--- config.mk ---
export PLATFORM = sky130hd
export DESIGN_NAME = mem_arbiter
export DESIGN_NICKNAME = d
export VERILOG_FILES = /design/src/rtl/mem_arbiter.sv
export SDC_FILE = /design/constraint.sdc
export NUM_CORES = 1
export LEC_CHECK = 0
export ABC_AREA = 1
export BUFFER_PORTS_ARGS = -buffer_cell sky130_fd_sc_hd__clkbuf_2
export CAP_MARGIN = 0
export CORE_AREA = 2 2 144 146
export DETAILED_ROUTE_END_ITERATION = 8
export DIE_AREA = 0 0 146 148
export GPL_TIMING_DRIVEN = 0
export MAX_ROUTING_LAYER = met4
export SYNTH_ARGS = -nofsm -noshare
export SYNTH_HDL_FRONTEND = slang
export SYNTH_SLANG_ARGS = --single-unit
--- constraint.sdc ---
create_clock -name clk -period 1.65 [get_ports clk]
set_input_delay 0.4125 -clock clk [delete_from_list [all_inputs] [get_ports clk]]
set_output_delay 0.4125 -clock clk [all_outputs]
set_load 0.005 [all_outputs]
--- src/rtl/mem_arbiter.sv ---
// mem_arbiter: shares one SRAM slave port between the instruction fetch unit
// (read only) and the load/store unit (read and write). One transaction is
// owned at a time, round-robin between IFU and LSU, with LSU writes ahead of
// LSU reads. Every grant costs one idle arbitration cycle.
module mem_arbiter #(
  parameter int ADDR_WIDTH = 32,
  parameter int DATA_WIDTH = 32
) (
  input  logic                  clk,
  input  logic                  rst_n,
  // IFU read bundle
  input  logic [ADDR_WIDTH-1:0] ifu_araddr,
  input  logic                  ifu_arvalid,
  output logic                  ifu_arready,
  output logic [DATA_WIDTH-1:0] ifu_rdata,
  output logic [1:0]            ifu_rresp,
  output logic                  ifu_rvalid,
  input  logic                  ifu_rready,
  // LSU read bundle
  input  logic [ADDR_WIDTH-1:0] lsu_araddr,
  input  logic                  lsu_arvalid,
  output logic                  lsu_arready,
  output logic [DATA_WIDTH-1:0] lsu_rdata,
  output logic [1:0]            lsu_rresp,
  output logic                  lsu_rvalid,
  input  logic                  lsu_rready,
  // LSU write bundle
  input  logic [ADDR_WIDTH-1:0] lsu_awaddr,
  input  logic                  lsu_awvalid,
  output logic                  lsu_awready,
  input  logic [DATA_WIDTH-1:0] lsu_wdata,
  input  logic [7:0]            lsu_wstrb,
  input  logic                  lsu_wvalid,
  output logic                  lsu_wready,
  output logic [1:0]            lsu_bresp,
  output logic                  lsu_bvalid,
  input  logic                  lsu_bready,
  // Slave bundle toward the SRAM
  output logic [ADDR_WIDTH-1:0] s_araddr,
  output logic                  s_arvalid,
  input  logic                  s_arready,
  input  logic [DATA_WIDTH-1:0] s_rdata,
  input  logic [1:0]            s_rresp,
  input  logic                  s_rvalid,
  output logic                  s_rready,
  output logic [ADDR_WIDTH-1:0] s_awaddr,
  output logic                  s_awvalid,
  input  logic                  s_awready,
  output logic [DATA_WIDTH-1:0] s_wdata,
  output logic [7:0]            s_wstrb,
  output logic                  s_wvalid,
  input  logic                  s_wready,
  input  logic [1:0]            s_bresp,
  input  logic                  s_bvalid,
  output logic                  s_bready
);

  typedef enum logic [1:0] {IDLE, IFU_RD, LSU_RD, LSU_WR} state_t;

  state_t r_state;
  state_t w_nextState;
  logic   r_lastGrantLsu;
  logic   w_nextLastGrantLsu;
  logic   r_addrDone;
  logic   w_nextAddrDone;
  logic   r_dataDone;
  logic   w_nextDataDone;

  logic w_ifuReq;
  logic w_lsuWrReq;
  logic w_lsuReq;

  assign w_ifuReq   = ifu_arvalid;
  assign w_lsuWrReq = lsu_awvalid & lsu_wvalid;
  assign w_lsuReq   = lsu_arvalid | w_lsuWrReq;

  // State register; reset leaves LSU as last grant so the IFU wins the first tie.
  always_ff @(posedge clk or negedge rst_n) begin
    if (!rst_n) begin
      r_state        <= IDLE;
      r_lastGrantLsu <= 1'b1;
      r_addrDone     <= 1'b0;
      r_dataDone     <= 1'b0;
    end else begin
      r_state        <= w_nextState;
      r_lastGrantLsu <= w_nextLastGrantLsu;
      r_addrDone     <= w_nextAddrDone;
      r_dataDone     <= w_nextDataDone;
    end
  end

  // Arbitration, channel steering to the owner, and single-acceptance tracking.
  always_comb begin
    ifu_arready        = 1'b0;
    ifu_rdata          = '0;
    ifu_rresp          = '0;
    ifu_rvalid         = 1'b0;
    lsu_arready        = 1'b0;
    lsu_rdata          = '0;
    lsu_rresp          = '0;
    lsu_rvalid         = 1'b0;
    lsu_awready        = 1'b0;
    lsu_wready         = 1'b0;
    lsu_bresp          = '0;
    lsu_bvalid         = 1'b0;
    s_araddr           = '0;
    s_arvalid          = 1'b0;
    s_rready           = 1'b0;
    s_awaddr           = '0;
    s_awvalid          = 1'b0;
    s_wdata            = '0;
    s_wstrb            = '0;
    s_wvalid           = 1'b0;
    s_bready           = 1'b0;
    w_nextState        = r_state;
    w_nextLastGrantLsu = r_lastGrantLsu;
    w_nextAddrDone     = r_addrDone;
    w_nextDataDone     = r_dataDone;

    unique case (r_state)
      IDLE: begin
        w_nextAddrDone = 1'b0;
        w_nextDataDone = 1'b0;
        if (w_ifuReq && (!w_lsuReq || r_lastGrantLsu)) begin
          w_nextState        = IFU_RD;
          w_nextLastGrantLsu = 1'b0;
        end else if (w_lsuReq) begin
          w_nextState        = w_lsuWrReq ? LSU_WR : LSU_RD;
          w_nextLastGrantLsu = 1'b1;
        end
      end

      IFU_RD: begin
        s_araddr    = ifu_araddr;
        s_arvalid   = ifu_arvalid & ~r_addrDone;
        ifu_arready = s_arready & ~r_addrDone;
        ifu_rdata   = s_rdata;
        ifu_rresp   = s_rresp;
        ifu_rvalid  = s_rvalid;
        s_rready    = ifu_rready;
        if (s_arvalid && s_arready) w_nextAddrDone = 1'b1;
        if (s_rvalid && s_rready) begin
          w_nextState    = IDLE;
          w_nextAddrDone = 1'b0;
        end
      end

      LSU_RD: begin
        s_araddr    = lsu_araddr;
        s_arvalid   = lsu_arvalid & ~r_addrDone;
        lsu_arready = s_arready & ~r_addrDone;
        lsu_rdata   = s_rdata;
        lsu_rresp   = s_rresp;
        lsu_rvalid  = s_rvalid;
        s_rready    = lsu_rready;
        if (s_arvalid && s_arready) w_nextAddrDone = 1'b1;
        if (s_rvalid && s_rready) begin
          w_nextState    = IDLE;
          w_nextAddrDone = 1'b0;
        end
      end

      LSU_WR: begin
        s_awaddr    = lsu_awaddr;
        s_awvalid   = lsu_awvalid & ~r_addrDone;
        lsu_awready = s_awready & ~r_addrDone;
        s_wdata     = lsu_wdata;
        s_wstrb     = lsu_wstrb;
        s_wvalid    = lsu_wvalid & ~r_dataDone;
        lsu_wready  = s_wready & ~r_dataDone;
        lsu_bresp   = s_bresp;
        lsu_bvalid  = s_bvalid;
        s_bready    = lsu_bready;
        if (s_awvalid && s_awready) w_nextAddrDone = 1'b1;
        if (s_wvalid && s_wready) w_nextDataDone = 1'b1;
        if (s_bvalid && s_bready) begin
          w_nextState    = IDLE;
          w_nextAddrDone = 1'b0;
          w_nextDataDone = 1'b0;
        end
      end

      default: w_nextState = IDLE;
    endcase
  end

endmodule

==> metrics.md <==
| Metric | Value |
|---|---|
| Top post-synthesis cells by count | nand2_1 (239), inv_1 (158), a21oi_1 (38), buf_2 (16) |
| Initial antenna violation count | 2 |
| TritonRoute pass-1 iters | 5 |
| Critical Path End Type | primary output |
| CTS clk-pin slew, worst paths | 0.03 ns |
| CP top delay family | buffers and inverters |
| Number of port buffers | 371 |
| Setup ws final | -0.3888 ns |
| Final hold violations | 0 |
| Flops & latches, synth | 5 |
| Max Clk Rate | 0.4905 GHz |
| Total track usage | 14.27% |
| Share of cells above drive strength 1 | 76.43% |
| Sequential share of power | 3.3% |
| Clock power frac | 5.5% |
| Routed WL per cell | 14.71 µm |
| Top-Level Pins | 372 |
| Final wirelength | 17.35 mm |
| Hold Path Class | input pin to flop |
| Yosys cell types | 19 |
| Tcrit/Tclk final | 123.6% |
| Clock skew | 0.0003303 ns |
| Static Leak | 4.696 nW |
| Most common cell in the netlist | nand2_1 |
| Top cell type's share of synthesized area | 41.78% |
| Crit path required time | 1.24 ns |
| Vias in the first global route | 4171 |
| Num rows | 52 |
| Setup Crit Path Kind | flop to primary output |
| Die Wd | 146 µm |
| CP Launch Type | flop |
| Combinational Power Share | 91.2% |
| H-tree levels | 1 |
| Clock Path Buffers | 2 |
| Outcome | finished with violations |
| DR vias/cell | 3.819 |
| Die height | 148 µm |
| Cell taking the most area after synthesis | nand2_1 |
| Antenna-violating nets left | 0 |
| Cts bufs inserted | 3 |
| CP max stage delay | 0.44 ns |
| Slew HR | 79.29% |
| Pwr per Cell Area | 1099 mW/mm² |
| Synth top area cells | nand2_1 (42%), inv_1 (28%), a21oi_1 (8.9%) |
| CTS tree | done |
| Mapped Nets | 689 |
| First-pass GRT wire length | 22.92 mm |
| Post-synth top flop | dfrtp_1 |
| YS warnings | 0 |
| Root Buffer | clkbuf_16 |
| Worst IR Drop VDD | 0.0009012 V |
| Failing checks | negative setup slack |
| Mapped Area | 0.002147 mm² |
| Worst Path Arrival | 1.63 ns |
| Final design utilization | 33.02% |
| CP Buf/Inv Count | 6 |
| RSZ-0062 raised after global routing | true |
| Placed Instances | 1140 |
| Post-synthesis async set-or-reset flop share | 100.0% |
| Area Overhead vs Synth | 208.2% |
| Clock latency at the later pin of the worst-skew pair | 0.23 ns |
| DIE AREA | 0.02161 mm² |
| 1st-iter DRT viols | 82 |
| DRC errors left | 0 |
| Net switching power | 3.442 mW |
| Slowest cell on crit path | dfrtp_2 |
| Final nets | 1099 |
| Final Max Slew Viols | 0 |
| Detailed placement HPWL | 13.18 mm |
| Initial core utilization | 10.71% |
| Grt ovf | 0 |
| Sw frac | 47.34% |
| # setup viols final | 186 |
| CORE AREA | 0.02004 mm² |
| Critical path's most frequent cell | buf_12 |
| Worst path cell trace | buf_6 > ha_4 > buf_12 > buf_12 > buf_16 > nand2_2 > inv_1 > clkbuf_2 |
| Non-Filler Instances | 1180 |
| Worst-path maximum fanout | 7 |
| Post-route minimum period | 2.039 ns |
| Number of synthesized flops with an enable pin | 0 |
| Slew @ Worst Pin | 0.3103 ns |
| Vias | 4506 |
| Avg Inst Size Synth | 4.303 µm² |
| Filler Cells Inserted | 2071 |
| GPL Wtd Cong | 0.7975 |
| Pint | 3.828 mW |
| Max Cap Viol | 0 |
| Post-Synthesis Cells | 499 |
| Largest net degree at the start of global routing | 11 |
| Sequential-to-total area share from yosys stat | 5.886% |
| Clock Sinks | 5 |
cell usage in the layout (no fill, tap or decap), types with 4 or more instances in the layout:
master     instances
nand2_4           82
buf_4              4
buf_2             33
buf_6             47
nand2_1          120
a21oi_1            5
a21oi_2           28
inv_4              5
buf_16             4
buf_12            19
buf_8             13
nand3_1            7
inv_2             85
clkbuf_2         301
inv_1             69
nand2_2           38
clkbuf_16         14
ha_4               4
a21oi_4            5
nor2_1             5
repair_timing:
item,CTS,global route
gates resized for setup,176,415
endpoints found under the setup margin,186,189
endpoints found under the hold margin,4,0
hold buffers,1,0
pin swaps,25,62
setup buffers,10,9
gates cloned,12,7
stage by stage:
step                      hold WS [ns]  area [µm²]  setup TNS [ns]  power [mW]  worst slack (ns)
after floorplan                 0.1169        2147               0       1.952           0.04757
after global placement          0.2344        4342          -29.52       3.631           -0.6121
after detailed placement        0.2363        4342          -33.41       3.652           -0.6524
after CTS                       0.4985        5385          -52.66       5.922           -0.3793
after global routing            0.5209        6618          -62.24       7.813           -0.4414
final                           0.4951        6618          -52.51       7.271           -0.3888
flip-flops by register name, summed over array words and instances (netlist names):
name / count
r_state: 2
r_addrDone: 1
r_dataDone: 1
r_lastGrantLsu: 1
path summary, 6_finish.rpt:
check | endpoint | cells after the start | slack, ns | from
worst max register to register | r_state[0]$_DFFE_PN0P_ | 10 | 0.07 | r_state[0]$_DFFE_PN0P_
max in group asynchronous | r_lastGrantLsu$_DFFE_PN1P_ | 2 | 0.86 | rst_n
worst min register to register | r_lastGrantLsu$_DFFE_PN1P_ | 2 | 0.51 | r_lastGrantLsu$_DFFE_PN1P_
worst max-delay path | s_awaddr[9] | 8 | -0.39 | r_state[1]$_DFFE_PN0P_
worst min-delay path | r_dataDone$_DFFE_PN0P_ | 3 | 0.50 | lsu_wvalid
min in group asynchronous | r_state[1]$_DFFE_PN0P_ | 2 | 0.58 | rst_n
final cells by class:
| class | count | area, µm² | share of cell area (%) |
|---|---|---|---|
| Antenna cell | 2 | 5.005 | 0.07563 |
| Buffer | 26 | 459.2 | 6.939 |
| Clock buffer | 4 | 78.83 | 1.191 |
| Inverter | 161 | 636.9 | 9.624 |
| Multi-Input combinational cell | 305 | 2228 | 33.67 |
| Sequential cell | 5 | 128.9 | 1.947 |
| Tap cell | 270 | 337.8 | 5.105 |
| Timing Repair Buffer | 407 | 2743 | 41.44 |
logic make-up after synthesis:
family	Yosys count	share of synthesized area, %
compound gates	41	9.557
fa+ha+maj	4	2.331
buf+inv	189	35.55
flops	5	5.886
simple gates	260	46.68
power groups by stage:
stage | sequential (mW) | combinational (mW) | clock [mW]
global route | 0.248 | 7.14 | 0.422
CTS | 0.239 | 5.28 | 0.406
floorplan | 0.199 | 1.75 | 0
detailed placement | 0.213 | 3.44 | 0
global placement | 0.210 | 3.42 | 0
finish | 0.241 | 6.63 | 0.398
tightest hold or removal path: stages:
cell	delay (ns)
clkbuf_2	0.09
a21oi_1	0.12
a21oi_1	0.05
per-layer routing:
layer / GRT usage [%] / wire length [µm]
met2: 26.30 / 9071
met1: 14.56 / 6234
met3: 4.074 / 1500
met4: 4.806 / 547
met5: - / 0
Note: power is estimated with default switching activity, not from simulation.
